==> src/rtl/pipeline_hazard_controller_pkg.sv <==
// Shared types and constants for the pipeline hazard controller:
// forwarding select codes, the scoreboard slot record and its empty value.
package pipeline_ctrl_pkg;

    localparam int HZ_REG_W = 5;

    localparam logic [1:0] FWD_NONE = 2'b00;
    localparam logic [1:0] FWD_WB   = 2'b01;
    localparam logic [1:0] FWD_MEM  = 2'b10;

    typedef struct packed {
        logic                valid;
        logic [HZ_REG_W-1:0] dest;
        logic                reg_write;
        logic                mem_read;
        logic [HZ_REG_W-1:0] rs;
        logic [HZ_REG_W-1:0] rt;
        logic                uses_rt;
    } hz_slot_t;

    localparam hz_slot_t EMPTY_SLOT = '0;

    // MEM holds the newer result, so it wins over WB
    function automatic logic [1:0] fwd_select(input logic mem_hit, input logic wb_hit);
        return mem_hit ? FWD_MEM : (wb_hit ? FWD_WB : FWD_NONE);
    endfunction

endpackage

==> src/rtl/pipeline_hazard_controller_match.sv <==
// hz_reg_match: asserts hit when a scoreboard slot will write reg_addr.
// Register $0 is hard-wired to zero and never matches.
module hz_reg_match
    import pipeline_ctrl_pkg::*;
(
    input  hz_slot_t            slot,
    input  logic [HZ_REG_W-1:0] reg_addr,
    output logic                hit
);

    logic unused_slot_bits;
    assign unused_slot_bits = ^{slot.mem_read, slot.rs, slot.rt, slot.uses_rt};

    assign hit = slot.valid & slot.reg_write & (slot.dest == reg_addr) & (reg_addr != '0);

endmodule

==> src/rtl/pipeline_hazard_controller.sv <==
// Hazard sequencer for the 5-stage pipeline: shadow EX/MEM/WB scoreboard driving
// stalls, flushes and EX forwarding. FORWARDING_EN enables operand forwarding.
module pipeline_hazard_controller
    import pipeline_ctrl_pkg::*;
#(
    parameter int REG_ADDR_W = 5,
    parameter int CNT_W      = 16
) (
    input  logic                  clock,
    input  logic                  reset_n,
    input  logic                  id_valid,
    input  logic [REG_ADDR_W-1:0] id_rs,
    input  logic [REG_ADDR_W-1:0] id_rt,
    input  logic                  id_uses_rt,
    input  logic [REG_ADDR_W-1:0] id_dest,
    input  logic                  id_RegWrite,
    input  logic                  id_MemRead,
    input  logic                  mem_branch_taken,
    output logic                  pc_write,
    output logic                  if_id_write,
    output logic                  id_ex_bubble,
    output logic                  if_id_flush,
    output logic                  ex_mem_flush,
    output logic [1:0]            forward_a,
    output logic [1:0]            forward_b,
    output logic [CNT_W-1:0]      stall_count,
    output logic [CNT_W-1:0]      flush_count
);

    hz_slot_t   ex_s, mem_s, wb_s, id_slot;
    logic       hazard, stall;
    logic [1:0] fwd_a_raw, fwd_b_raw;

    assign id_slot = '{valid: id_valid, dest: id_dest, reg_write: id_RegWrite,
                       mem_read: id_MemRead, rs: id_rs, rt: id_rt, uses_rt: id_uses_rt};

`ifdef FORWARDING_EN
    logic mem_hit_rs, wb_hit_rs, mem_hit_rt, wb_hit_rt;

    hz_reg_match u_mem_rs (.slot(mem_s), .reg_addr(ex_s.rs), .hit(mem_hit_rs));
    hz_reg_match u_wb_rs  (.slot(wb_s),  .reg_addr(ex_s.rs), .hit(wb_hit_rs));
    hz_reg_match u_mem_rt (.slot(mem_s), .reg_addr(ex_s.rt), .hit(mem_hit_rt));
    hz_reg_match u_wb_rt  (.slot(wb_s),  .reg_addr(ex_s.rt), .hit(wb_hit_rt));

    // Only a load still in EX is too late to forward; everything else bypasses
    assign hazard = id_valid & ex_s.valid & ex_s.mem_read & (ex_s.dest != '0) &
                    ((ex_s.dest == id_rs) | (id_uses_rt & (ex_s.dest == id_rt)));

    assign fwd_a_raw = ex_s.valid ? fwd_select(mem_hit_rs, wb_hit_rs) : FWD_NONE;
    assign fwd_b_raw = (ex_s.valid & ex_s.uses_rt) ? fwd_select(mem_hit_rt, wb_hit_rt) : FWD_NONE;
`else
    hz_slot_t   slots [3];
    logic [2:0] hit_rs, hit_rt;

    assign slots[0] = ex_s;
    assign slots[1] = mem_s;
    assign slots[2] = wb_s;

    // No bypass and no register-file write-through: wait until the producer retires
    for (genvar i = 0; i < 3; i++) begin : g_slot
        hz_reg_match u_rs (.slot(slots[i]), .reg_addr(id_rs), .hit(hit_rs[i]));
        hz_reg_match u_rt (.slot(slots[i]), .reg_addr(id_rt), .hit(hit_rt[i]));
    end

    assign hazard    = id_valid & ((|hit_rs) | (id_uses_rt & (|hit_rt)));
    assign fwd_a_raw = FWD_NONE;
    assign fwd_b_raw = FWD_NONE;
`endif

    logic unused_slot_bits;
    assign unused_slot_bits = ^{ex_s, mem_s, wb_s};

    // A taken branch squashes the stalled instruction anyway, so it takes priority
    assign stall = reset_n & hazard & ~mem_branch_taken;

    always_comb begin
        pc_write     = 1'b1;
        if_id_write  = 1'b1;
        id_ex_bubble = 1'b0;
        if_id_flush  = 1'b0;
        ex_mem_flush = 1'b0;
        forward_a    = FWD_NONE;
        forward_b    = FWD_NONE;
        if (reset_n) begin
            forward_a = fwd_a_raw;
            forward_b = fwd_b_raw;
            if (mem_branch_taken) begin
                id_ex_bubble = 1'b1;
                if_id_flush  = 1'b1;
                ex_mem_flush = 1'b1;
            end else if (hazard) begin
                pc_write     = 1'b0;
                if_id_write  = 1'b0;
                id_ex_bubble = 1'b1;
            end
        end
    end

    always_ff @(posedge clock) begin
        if (!reset_n) begin
            ex_s        <= EMPTY_SLOT;
            mem_s       <= EMPTY_SLOT;
            wb_s        <= EMPTY_SLOT;
            stall_count <= '0;
            flush_count <= '0;
        end else begin
            wb_s  <= mem_s;
            mem_s <= ex_mem_flush ? EMPTY_SLOT : ex_s;
            ex_s  <= (id_ex_bubble | ~id_valid) ? EMPTY_SLOT : id_slot;
            if (stall && stall_count != '1)
                stall_count <= stall_count + 1'b1;
            if (mem_branch_taken && flush_count != '1)
                flush_count <= flush_count + 1'b1;
        end
    end

endmodule

==> config.mk <==
export PLATFORM = sky130hd
export DESIGN_NAME = pipeline_hazard_controller
export DESIGN_NICKNAME = d
export VERILOG_FILES = /design/src/rtl/pipeline_hazard_controller_pkg.sv /design/src/rtl/pipeline_hazard_controller_match.sv /design/src/rtl/pipeline_hazard_controller.sv
export SDC_FILE = /design/constraint.sdc
export NUM_CORES = 1
export LEC_CHECK = 0
export CORE_MARGIN = 5
export CORE_UTILIZATION = 33
export DETAILED_ROUTE_END_ITERATION = 10
export SLEW_MARGIN = 30
export SYNTH_ARGS = -nofsm -noshare
export SYNTH_HDL_FRONTEND = slang
export SYNTH_HIERARCHICAL = 1
export SYNTH_SLANG_ARGS = --single-unit
==> constraint.sdc <==
create_clock -name clock -period 5.85 [get_ports clock]
set_input_delay 1.17 -clock clock [delete_from_list [all_inputs] [get_ports clock]]
set_output_delay 1.17 -clock clock [all_outputs]
set_load 0.01 [all_outputs]
==> impl_metrics.toml <==
[drt]
maxUsedRoutingLayer = "met4"
wl_met2_um = 3195
wire_per_inst_um = 13.68
drt_iter0_markers = 102
num_vias = 2475
route.detailed.drc = 0
ant_nets = 0
drt-vias-per-instance = 5.156
dr.pass1.iters = 4
drt_wl_total_um = 6567
wl_met1_um = 2984
dr_wl_met3_um = 323

[status]
status = "complete, no violations"

[sta]
final_max_slew_viol_count = 0
fin_crit_sh_pct = 85.19
finalClockSkew_ns = 0.01072
slew_headroom_pct = 52.88
rsz0062_at_grt = "false"
period_needed_ns = 4.984
setup_viol = 0
final_hold_viol_count = 0
setup_tns_ns = 0
fmax_mhz = 200.6
tightest_slew_ns = 0.7014

[logic_synthesis]
syn_inst = 320
ys_warn_count = 6
syn_area_um2 = 2858
syn_avg_cell_area_um2 = 8.930

[worst_setup_path]
cp-end-kind = "primary output"
path_delay_family = "buffers and inverters"
critPathMaxStageDelay_ns = 0.59
cp_common_cell = "clkdlybuf4s50_1"
arrival_ns = 3.81
path_class = "in -> out"
crit_fanout = 14
path_buf_inv = 3
crit_slowest_cell = "clkdlybuf4s50_1"
start_kind = "input pin"
worstPathRequired_ns = 4.68
crit_chain = "clkdlybuf4s50_1 -> nor4_1 -> o21ai_0 -> nor3b_2 -> o31ai_1 -> a21oi_4 -> inv_2 -> clkdlybuf4s50_1"

[clocking]
htreeDepth = 2
numCtsBuffers = 5
cts.sinks = 53
root_buffer = "clkbuf_8"
cts_setup_buffers = 0
path_clk_slew_ns = 0.10
cts.path.max_buffers = 2
worstSkewPairLatency_ns = 0.30
cts_resized = 0
cts_tree = "done"
cts.hold.buffers_added = 0

[hold_path]
hold_class = "reg -> reg"

[finish]
ff_latch_area_um2 = 1061
multi_input_area_um2 = 1668
area_growth_pct = 25.83
diodes = 0
drive_above_1_share_pct = 7.258
fill_cells = 862
post-route-cell-area_um2 = 3596
nets = 395

[floorplanning]
die_w_um = 103.1
die_h_um = 103.1
design.die.area_um2 = 10620
core_area_um2 = 8593
start_util_pct = 33.26
ios = 63
num_rows = 34

[placed_design]
dpl_cell_area_um2 = 3486
place.gp.congestion = 0.7913
hpwl_um = 4884
numPortBuffers = 57

[power]
p_leak_nw = 1.198
powerDensity_nw_per_um2 = 180.5
vdd_ir_drop_max_v = 0.0001180

[global_route]
grt_pass1_vias = 2381
grt_max_degree = 35
grt.overflow.total = 0
grt_pass1_wl_um = 10880
antenna_found_initial = 0
grt_use_total_pct = 12.72

[run]
drv_cap = 0
per-layer routing:
layer | up-vias | GRT usage (%)
met5 | - | 0
met4 | 0 | 3.486
met3 | 4 | 2.977
met2 | 46 | 21.61
met1 | 1160 | 16.12
li1 | 1265 | -
placed cells by master, fill, tap and decap left out, drive strengths merged, types with 3 or more instances in the layout:
cell type	instances
nand4	11
o2111ai	6
conb	4
and4	7
o21ai	11
nand2	24
o31ai	8
inv	11
clkbuf	7
nand2b	6
nor3	6
a211oi	6
nor3b	6
dfxtp	53
clkdlybuf4s50	57
and2	26
mux2i	13
xnor2	24
nor2	8
a21oi	15
nand3	17
nor4	9
or4	8
or3	3
area by class of cell:
class | instances | area share (%)
sequential | 53 | 29.51
timing repair buffer | 59 | 16.28
clock buffer | 7 | 2.679
inverter | 12 | 1.253
multi-input combinational | 240 | 46.38
tap | 108 | 3.758
clock inverter | 1 | 0.1392
worst min-delay path: stages (launching register included):
cell     delay, ns
dfxtp_1       0.34
o41ai_1       0.06
a21oi_1       0.05
metrics by stage:
step	hold WS, ns	power (mW)	utilization (%)	setup slack, ns	std cells
floorplan	0.4520	0.4084	-	2.157	323
CTS	0.4995	0.6620	41.74	0.8794	480
finish	0.4936	0.6490	41.85	0.8662	480
global route	0.5246	0.6775	41.85	0.7100	480
detailed placement	0.4778	0.4341	40.56	0.8907	472
global placement	0.4712	0.4335	40.56	0.9427	472
sequential cells by signal (all words and copies together), names as in the netlist:
| register | cells |
|---|---|
| mem_s | 7 |
| flush_count | 16 |
| ex_s | 7 |
| stall_count | 16 |
| slots | 7 |
final timing paths:
check,startpoint,endpoint,slack [ns],depth (start not counted)
worst min-delay path,flush_count[15],flush_count[15],0.49,2
worst min register to register,flush_count[15],flush_count[15],0.49,2
worst max register to register,ex_s[14],stall_count[15],3.53,8
worst max-delay path,id_rt[0],if_id_write,0.87,8
power breakdown:
group / total (mW) / leakage (nW) / switching [mW] / internal, mW
registers: 0.368 / 0.428 / 0.00427 / 0.364
logic: 0.0570 / 0.716 / 0.0266 / 0.0304
clock network: 0.224 / 0.0542 / 0.116 / 0.107
total: 0.649 / 1.20 / 0.147 / 0.502
No activity file was read; power rests on OpenSTA's default activity.
